===== config.mk =====
export PLATFORM = sky130hd
export DESIGN_NAME = arbiter_wrr_pkt
export DESIGN_NICKNAME = d
export VERILOG_FILES = /design/src/rtl/arbiter_wrr_pkt.sv
export SDC_FILE = /design/constraint.sdc
export NUM_CORES = 1
export LEC_CHECK = 0
export ABC_AREA = 0
export CELL_PAD_IN_SITES_DETAIL_PLACEMENT = 1
export CELL_PAD_IN_SITES_GLOBAL_PLACEMENT = 1
export CORE_MARGIN = 4
export CORE_UTILIZATION = 26
export DETAILED_ROUTE_END_ITERATION = 10
export PLACE_DENSITY = 0.76
export REMOVE_ABC_BUFFERS = 1
export SETUP_SLACK_MARGIN = 0.3
export SLEW_MARGIN = 40
export SYNTH_ARGS = -nofsm -noshare
export SYNTH_HDL_FRONTEND = slang
export SYNTH_SLANG_ARGS = --single-unit

===== constraint.sdc =====
create_clock -name clk -period 3 [get_ports clk]
set_input_delay 0.75 -clock clk [delete_from_list [all_inputs] [get_ports clk]]
set_output_delay 0.75 -clock clk [all_outputs]
set_load 0.05 [all_outputs]

===== src/rtl/arbiter_wrr_pkt.sv =====
// arbiter_wrr_pkt: packet-aware weighted round-robin arbiter.
// Shares one registered valid/ready output channel among N_IN requesters.
// A grant is held for whole packets (delimited by last) and may carry up to
// weight[i] packets (0 counts as 1) before the round-robin pointer rotates.
module arbiter_wrr_pkt #(
  parameter int DWIDTH = 20,
  parameter int N_IN   = 4,
  parameter int WWIDTH = 4,
  parameter int SWIDTH = $clog2(N_IN)
) (
  input  logic                     clk,
  input  logic                     rst,
  input  logic [N_IN-1:0]          in_valid,
  input  logic [N_IN*DWIDTH-1:0]   in_data,
  input  logic [N_IN-1:0]          in_last,
  output logic [N_IN-1:0]          in_ready,
  input  logic [N_IN*WWIDTH-1:0]   weight,
  output logic                     out_valid,
  output logic [DWIDTH-1:0]        out_data,
  output logic                     out_last,
  output logic [SWIDTH-1:0]        out_src,
  input  logic                     out_ready
);

  typedef enum logic {IDLE, GRANT} state_t;

  state_t            state_reg, state_next;
  logic [SWIDTH-1:0] ptr_reg, ptr_next;
  logic [SWIDTH-1:0] gnt_reg, gnt_next;
  logic [WWIDTH-1:0] credit_reg, credit_next;
  logic              boundary_reg, boundary_next;
  logic              out_valid_reg, out_valid_next;
  logic [DWIDTH-1:0] out_data_reg, out_data_next;
  logic              out_last_reg, out_last_next;
  logic [SWIDTH-1:0] out_src_reg, out_src_next;

  logic [WWIDTH-1:0] w_arr [N_IN];
  logic [DWIDTH-1:0] d_arr [N_IN];
  logic [SWIDTH-1:0] idx;
  logic [SWIDTH-1:0] sel;
  logic              found;
  logic              ready_g;
  logic              accept;

  // Unpack the flat per-requester buses into indexable arrays.
  for (genvar gi = 0; gi < N_IN; gi++) begin : g_unpack
    assign w_arr[gi] = weight[gi*WWIDTH +: WWIDTH];
    assign d_arr[gi] = in_data[gi*DWIDTH +: DWIDTH];
  end

  // Rotating priority search: first valid requester after ptr, wrapping at N_IN.
  always_comb begin
    found = 1'b0;
    sel   = '0;
    idx   = ptr_reg;
    for (int k = 0; k < N_IN; k++) begin
      idx = (idx == SWIDTH'(N_IN - 1)) ? '0 : idx + 1'b1;
      if (!found && in_valid[idx]) begin
        found = 1'b1;
        sel   = idx;
      end
    end
  end

  // Next-state and handshake logic for the IDLE/GRANT controller and output register.
  always_comb begin
    state_next     = state_reg;
    ptr_next       = ptr_reg;
    gnt_next       = gnt_reg;
    credit_next    = credit_reg;
    boundary_next  = boundary_reg;
    out_valid_next = out_valid_reg;
    out_data_next  = out_data_reg;
    out_last_next  = out_last_reg;
    out_src_next   = out_src_reg;
    in_ready       = '0;
    ready_g        = 1'b0;
    accept         = 1'b0;

    // The held beat leaves whenever downstream takes it; an accept below overrides.
    if (out_valid_reg && out_ready) begin
      out_valid_next = 1'b0;
    end

    case (state_reg)
      IDLE: begin
        if (found) begin
          gnt_next      = sel;
          credit_next   = (w_arr[sel] == '0) ? WWIDTH'(1) : w_arr[sel];
          boundary_next = 1'b1;
          state_next    = GRANT;
        end
      end
      GRANT: begin
        // Single-entry register without skid: only accept when it is empty or draining.
        ready_g           = !out_valid_reg || out_ready;
        in_ready[gnt_reg] = ready_g;
        accept            = in_valid[gnt_reg] && ready_g;
        if (accept) begin
          out_valid_next = 1'b1;
          out_data_next  = d_arr[gnt_reg];
          out_last_next  = in_last[gnt_reg];
          out_src_next   = gnt_reg;
          if (in_last[gnt_reg]) begin
            credit_next   = credit_reg - 1'b1;
            boundary_next = 1'b1;
            if (credit_reg == WWIDTH'(1)) begin
              state_next = IDLE;
              ptr_next   = gnt_reg;
            end
          end else begin
            boundary_next = 1'b0;
          end
        end else if (boundary_reg && !in_valid[gnt_reg]) begin
          // Between packets with nothing pending: give the channel back.
          state_next = IDLE;
          ptr_next   = gnt_reg;
        end
      end
      default: state_next = IDLE;
    endcase
  end

  // State and output registers with synchronous reset.
  always_ff @(posedge clk) begin
    if (rst) begin
      state_reg     <= IDLE;
      ptr_reg       <= SWIDTH'(N_IN - 1);
      gnt_reg       <= '0;
      credit_reg    <= '0;
      boundary_reg  <= 1'b1;
      out_valid_reg <= 1'b0;
      out_data_reg  <= '0;
      out_last_reg  <= 1'b0;
      out_src_reg   <= '0;
    end else begin
      state_reg     <= state_next;
      ptr_reg       <= ptr_next;
      gnt_reg       <= gnt_next;
      credit_reg    <= credit_next;
      boundary_reg  <= boundary_next;
      out_valid_reg <= out_valid_next;
      out_data_reg  <= out_data_next;
      out_last_reg  <= out_last_next;
      out_src_reg   <= out_src_next;
    end
  end

  assign out_valid = out_valid_reg;
  assign out_data  = out_data_reg;
  assign out_last  = out_last_reg;
  assign out_src   = out_src_reg;

endmodule


==> insert_results.sql, run 1 <==
INSERT INTO impl_metrics (metric_group, metric, value, unit) VALUES
('drt', 'postRouteWirelength', '8.13', 'mm'),
('worst_hold_path', 'hold-path-cell-count', '2', ''),
('timing', 'setup_tns', '0', 'ns'),
('worst_hold_path', 'startpoint_of_the_lowest_slack_hold_path', 'out_data[18]$_SDFFE_PP0P_', ''),
('cells_and_area', 'total_number_of_nets_in_the_final_design', '485', ''),
('pwr', 'netsw', '0.597', 'mW'),
('global_route', 'vias_in_the_first_global_route', '2507', ''),
('clock_tree', 'clock_path_buffers', '2', ''),
('synth', 'distinct_cells_synth', '48', ''),
('synth', 'ys_dominant_reg_cell', 'dfxtp_1', ''),
('clock_tree', 'ctsRootBufferMaster', 'clkbuf_8', ''),
('place', 'weighted_congestion_reported_at_the_end_of_routability_driven_placement', '0.784', ''),
('timing', 'finalCritPeriodShare', '0.885', ''),
('worst_setup_path', 'worstSetupStartpoint', 'out_ready', ''),
('pwr', 'internal_power', '1.12', 'mW'),
('place', 'port_buffers', '134', ''),
('cells_and_area', 'design_area', '3860', 'um^2'),
('cells_and_area', 'final.fill_count', '941', ''),
('floorplanning', 'die_w', '101', 'um'),
('timing', 'clock.fmax', '377', 'MHz'),
('synth', 'synth.cell_area', '2230', 'um^2'),
('global_route', 'first_pass_grt_wire_length', '12.8', 'mm'),
('pwr', 'worst_ir_drop_vdd', '189', 'uV'),
('timing', 'slew_violations', '0', ''),
('worst_hold_path', 'hp-class', 'flop to flop', ''),
('pwr', 'leakage', '1.36', 'nW'),
('global_route', 'grt_antenna_before_repair', '0', ''),
('worst_setup_path', 'reg2reg_setup_slack', '0.62', 'ns'),
('timing', 'setup_viol', '0', ''),
('synth', 'synthesis.yosys.warnings', '0', ''),
('timing', 'hold_viol', '0', ''),
('global_route', 'grt_start_max_net_pins', '35', ''),
('place', 'placement.setup.worst_slack', '0.146', 'ns'),
('synth', 'synth.yosys.seq_area_share', '0.305', ''),
('timing', 'final_period_minus_worst_setup_slack', '2.66', 'ns'),
('pwr', 'fraction_of_power_consumed_by_sequential_logic', '0.323', ''),
('status', 'status', 'completed', ''),
('worst_hold_path', 'hold_end', 'out_data[18]$_SDFFE_PP0P_', ''),
('synth', 'post_synth_most_frequent_cells', 'nand2_1 (56), dfxtp_1 (34), a21oi_1 (33), mux4_2 (22), clkbuf_1 (10)', ''),
('clock_tree', 'cts_tree', 'built', ''),
('flow_run', 'maxCapViolations', '0', ''),
('worst_setup_path', 'worstPathArrival', '1.91', 'ns'),
('cells_and_area', 'n_antenna_cell', '0', ''),
('synth', 'synth_edf_count', '0', ''),
('pwr', 'power-per-cell-area', '445', 'nW/um^2'),
('clock_tree', 'cts_hold_buffers', '0', ''),
('floorplanning', 'coreArea', '8300', 'um^2'),
('clock_tree', 'cts.sinks', '34', ''),
('timing', 'worst_clock_skew', '0.00855', 'ns'),
('synth', 'synthMostInstantiatedCell', 'nand2_1', ''),
('worst_setup_path', 'timing.setup.critical_path_class', 'primary input to primary output', ''),
('drt', 'routedWlPerCell', '16.9', 'um'),
('floorplanning', 'fp-row-count', '33', ''),
('place', 'placement.cell_area', '3740', 'um^2'),
('timing', 'setup_slack', '0.344', 'ns'),
('floorplanning', 'starting_density', '0.269', ''),
('global_route', 'grtUsageTotal', '0.160', ''),
('worst_setup_path', 'reg2regPathDepth', '8', ''),
('clock_tree', 'htree_num_levels', '2', ''),
('timing', 'maxSlewHeadroom', '0.616', ''),
('place', 'detail_placement_hpwl', '6.70', 'mm'),
('worst_setup_path', 'r2r-end', 'credit_reg[1]$_SDFFE_PP0P_', ''),
('cells_and_area', 'largest_register_ff_count', '20', ''),
('timing', 'worst-slew-pin-transition', '0.575', 'ns'),
('pwr', 'netSwitchingFraction', '0.347', ''),
('cells_and_area', 'regArea', '682', 'um^2'),
('synth', 'syn-instance-count', '243', ''),
('floorplanning', 'io_pins', '135', ''),
('synth', 'ys_top_cells_by_area', 'dfxtp_1 (31%), mux4_2 (22%), nand2_1 (9.4%)', ''),
('worst_setup_path', 'critical_path_peak_fanout', '6', ''),
('timing', 'rsz_0062_raised_after_global_routing', 'true', '');
-- placed cells by master (no fill, tap or decap), types with 2 or more instances in the layout --
| master | n |
|---|---|
| a21boi_0 | 4 |
| a21boi_1 | 2 |
| a21oi_1 | 33 |
| and3_1 | 3 |
| buf_12 | 5 |
| buf_4 | 7 |
| clkbuf_8 | 8 |
| clkdlybuf4s50_1 | 130 |
| dfxtp_1 | 33 |
| ha_1 | 3 |
| inv_1 | 6 |
| mux4_2 | 22 |
| nand2_1 | 56 |
| nand2b_1 | 4 |
| nand3_1 | 3 |
| nand3b_1 | 2 |
| nand4_1 | 3 |
| nor2_1 | 8 |
| nor3_2 | 2 |
| nor3b_1 | 2 |
| nor4_1 | 2 |
| o21ai_0 | 2 |
| o21ai_1 | 3 |
| o21ba_1 | 2 |
| o32ai_1 | 2 |
| o32ai_2 | 2 |
| or2_2 | 2 |
| or3_1 | 2 |
-- metal layers --
metal  vias to the layer above  GRT usage  routed length, um
li1                       1158          -                  -
met1                      1164      0.190               3200
met2                        90      0.289               4210
met3                         6     0.0360                654
met4                         0     0.0404                 64
met5                         -          0                  0
-- worst max-delay path, cell delays in order --
cell	delay, ns
clkdlybuf4s50_1	0.46
nand2b_2	0.17
nand3_1	0.12
nor2_1	0.23
buf_12	0.17
-- final cells by class --
class / count / share of cell area
Inverter: 6 / 0.00583
Tap cell: 105 / 0.0340
Clock buffer: 8 / 0.0285
Multi-Input combinational cell: 186 / 0.379
Sequential cell: 34 / 0.176
Timing Repair Buffer: 142 / 0.376
-- logic make-up after synthesis --
logic type / count (synthesis) / synth area share
AOI/OAI and AO/OA: 64 / 0.205
and+or+nand+nor: 97 / 0.207
muxes: 22 / 0.222
adders and majority gates: 3 / 0.0168
DFF: 34 / 0.305
buffers and inverters: 23 / 0.0443
-- worst max path at each step --
stage,end,cells past startpoint
floorplan,in_ready[2],2
global placement,credit_reg[1]$_SDFFE_PP0P_,7
detailed placement,credit_reg[1]$_SDFFE_PP0P_,7
CTS,in_ready[1],5
global route,in_ready[1],5
finish,in_ready[1],5
-- through the flow --
step,hold WS (ns),util,power [mW],std cells
2_1_floorplan,0.430,-,1.00,226
3_3_place_gp,0.441,0.451,1.32,473
3_5_place_dp,0.446,0.451,1.34,473
4_1_cts,0.457,0.466,1.74,481
5_1_grt,0.471,0.466,1.83,481
6_report,0.452,0.466,1.72,481
-- power groups by stage --
stage / Combinational [mW] / Clock [mW] / Sequential (mW)
floorplan: 0.341 / 0 / 0.661
global placement: 0.757 / 0 / 0.562
detailed placement: 0.770 / 0 / 0.566
CTS: 0.774 / 0.415 / 0.555
global route: 0.826 / 0.438 / 0.565
finish: 0.764 / 0.400 / 0.554
-- what timing repair did --
action                     4_1_cts  5_1_grt
hold endpoints to repair         0        0
gates resized for setup          3        0
buffers inserted                 0        0
gates cloned                     0        0
setup endpoints to repair        4        2
Note: power is estimated with default switching activity, not from simulation.
==> run 2: changes to the inputs <==
Settings changed: CTS_CLUSTER_SIZE set to 14.
==> results of run 2 <==
Same layout as run 1: the final DEF is identical, and so are final timing and power.
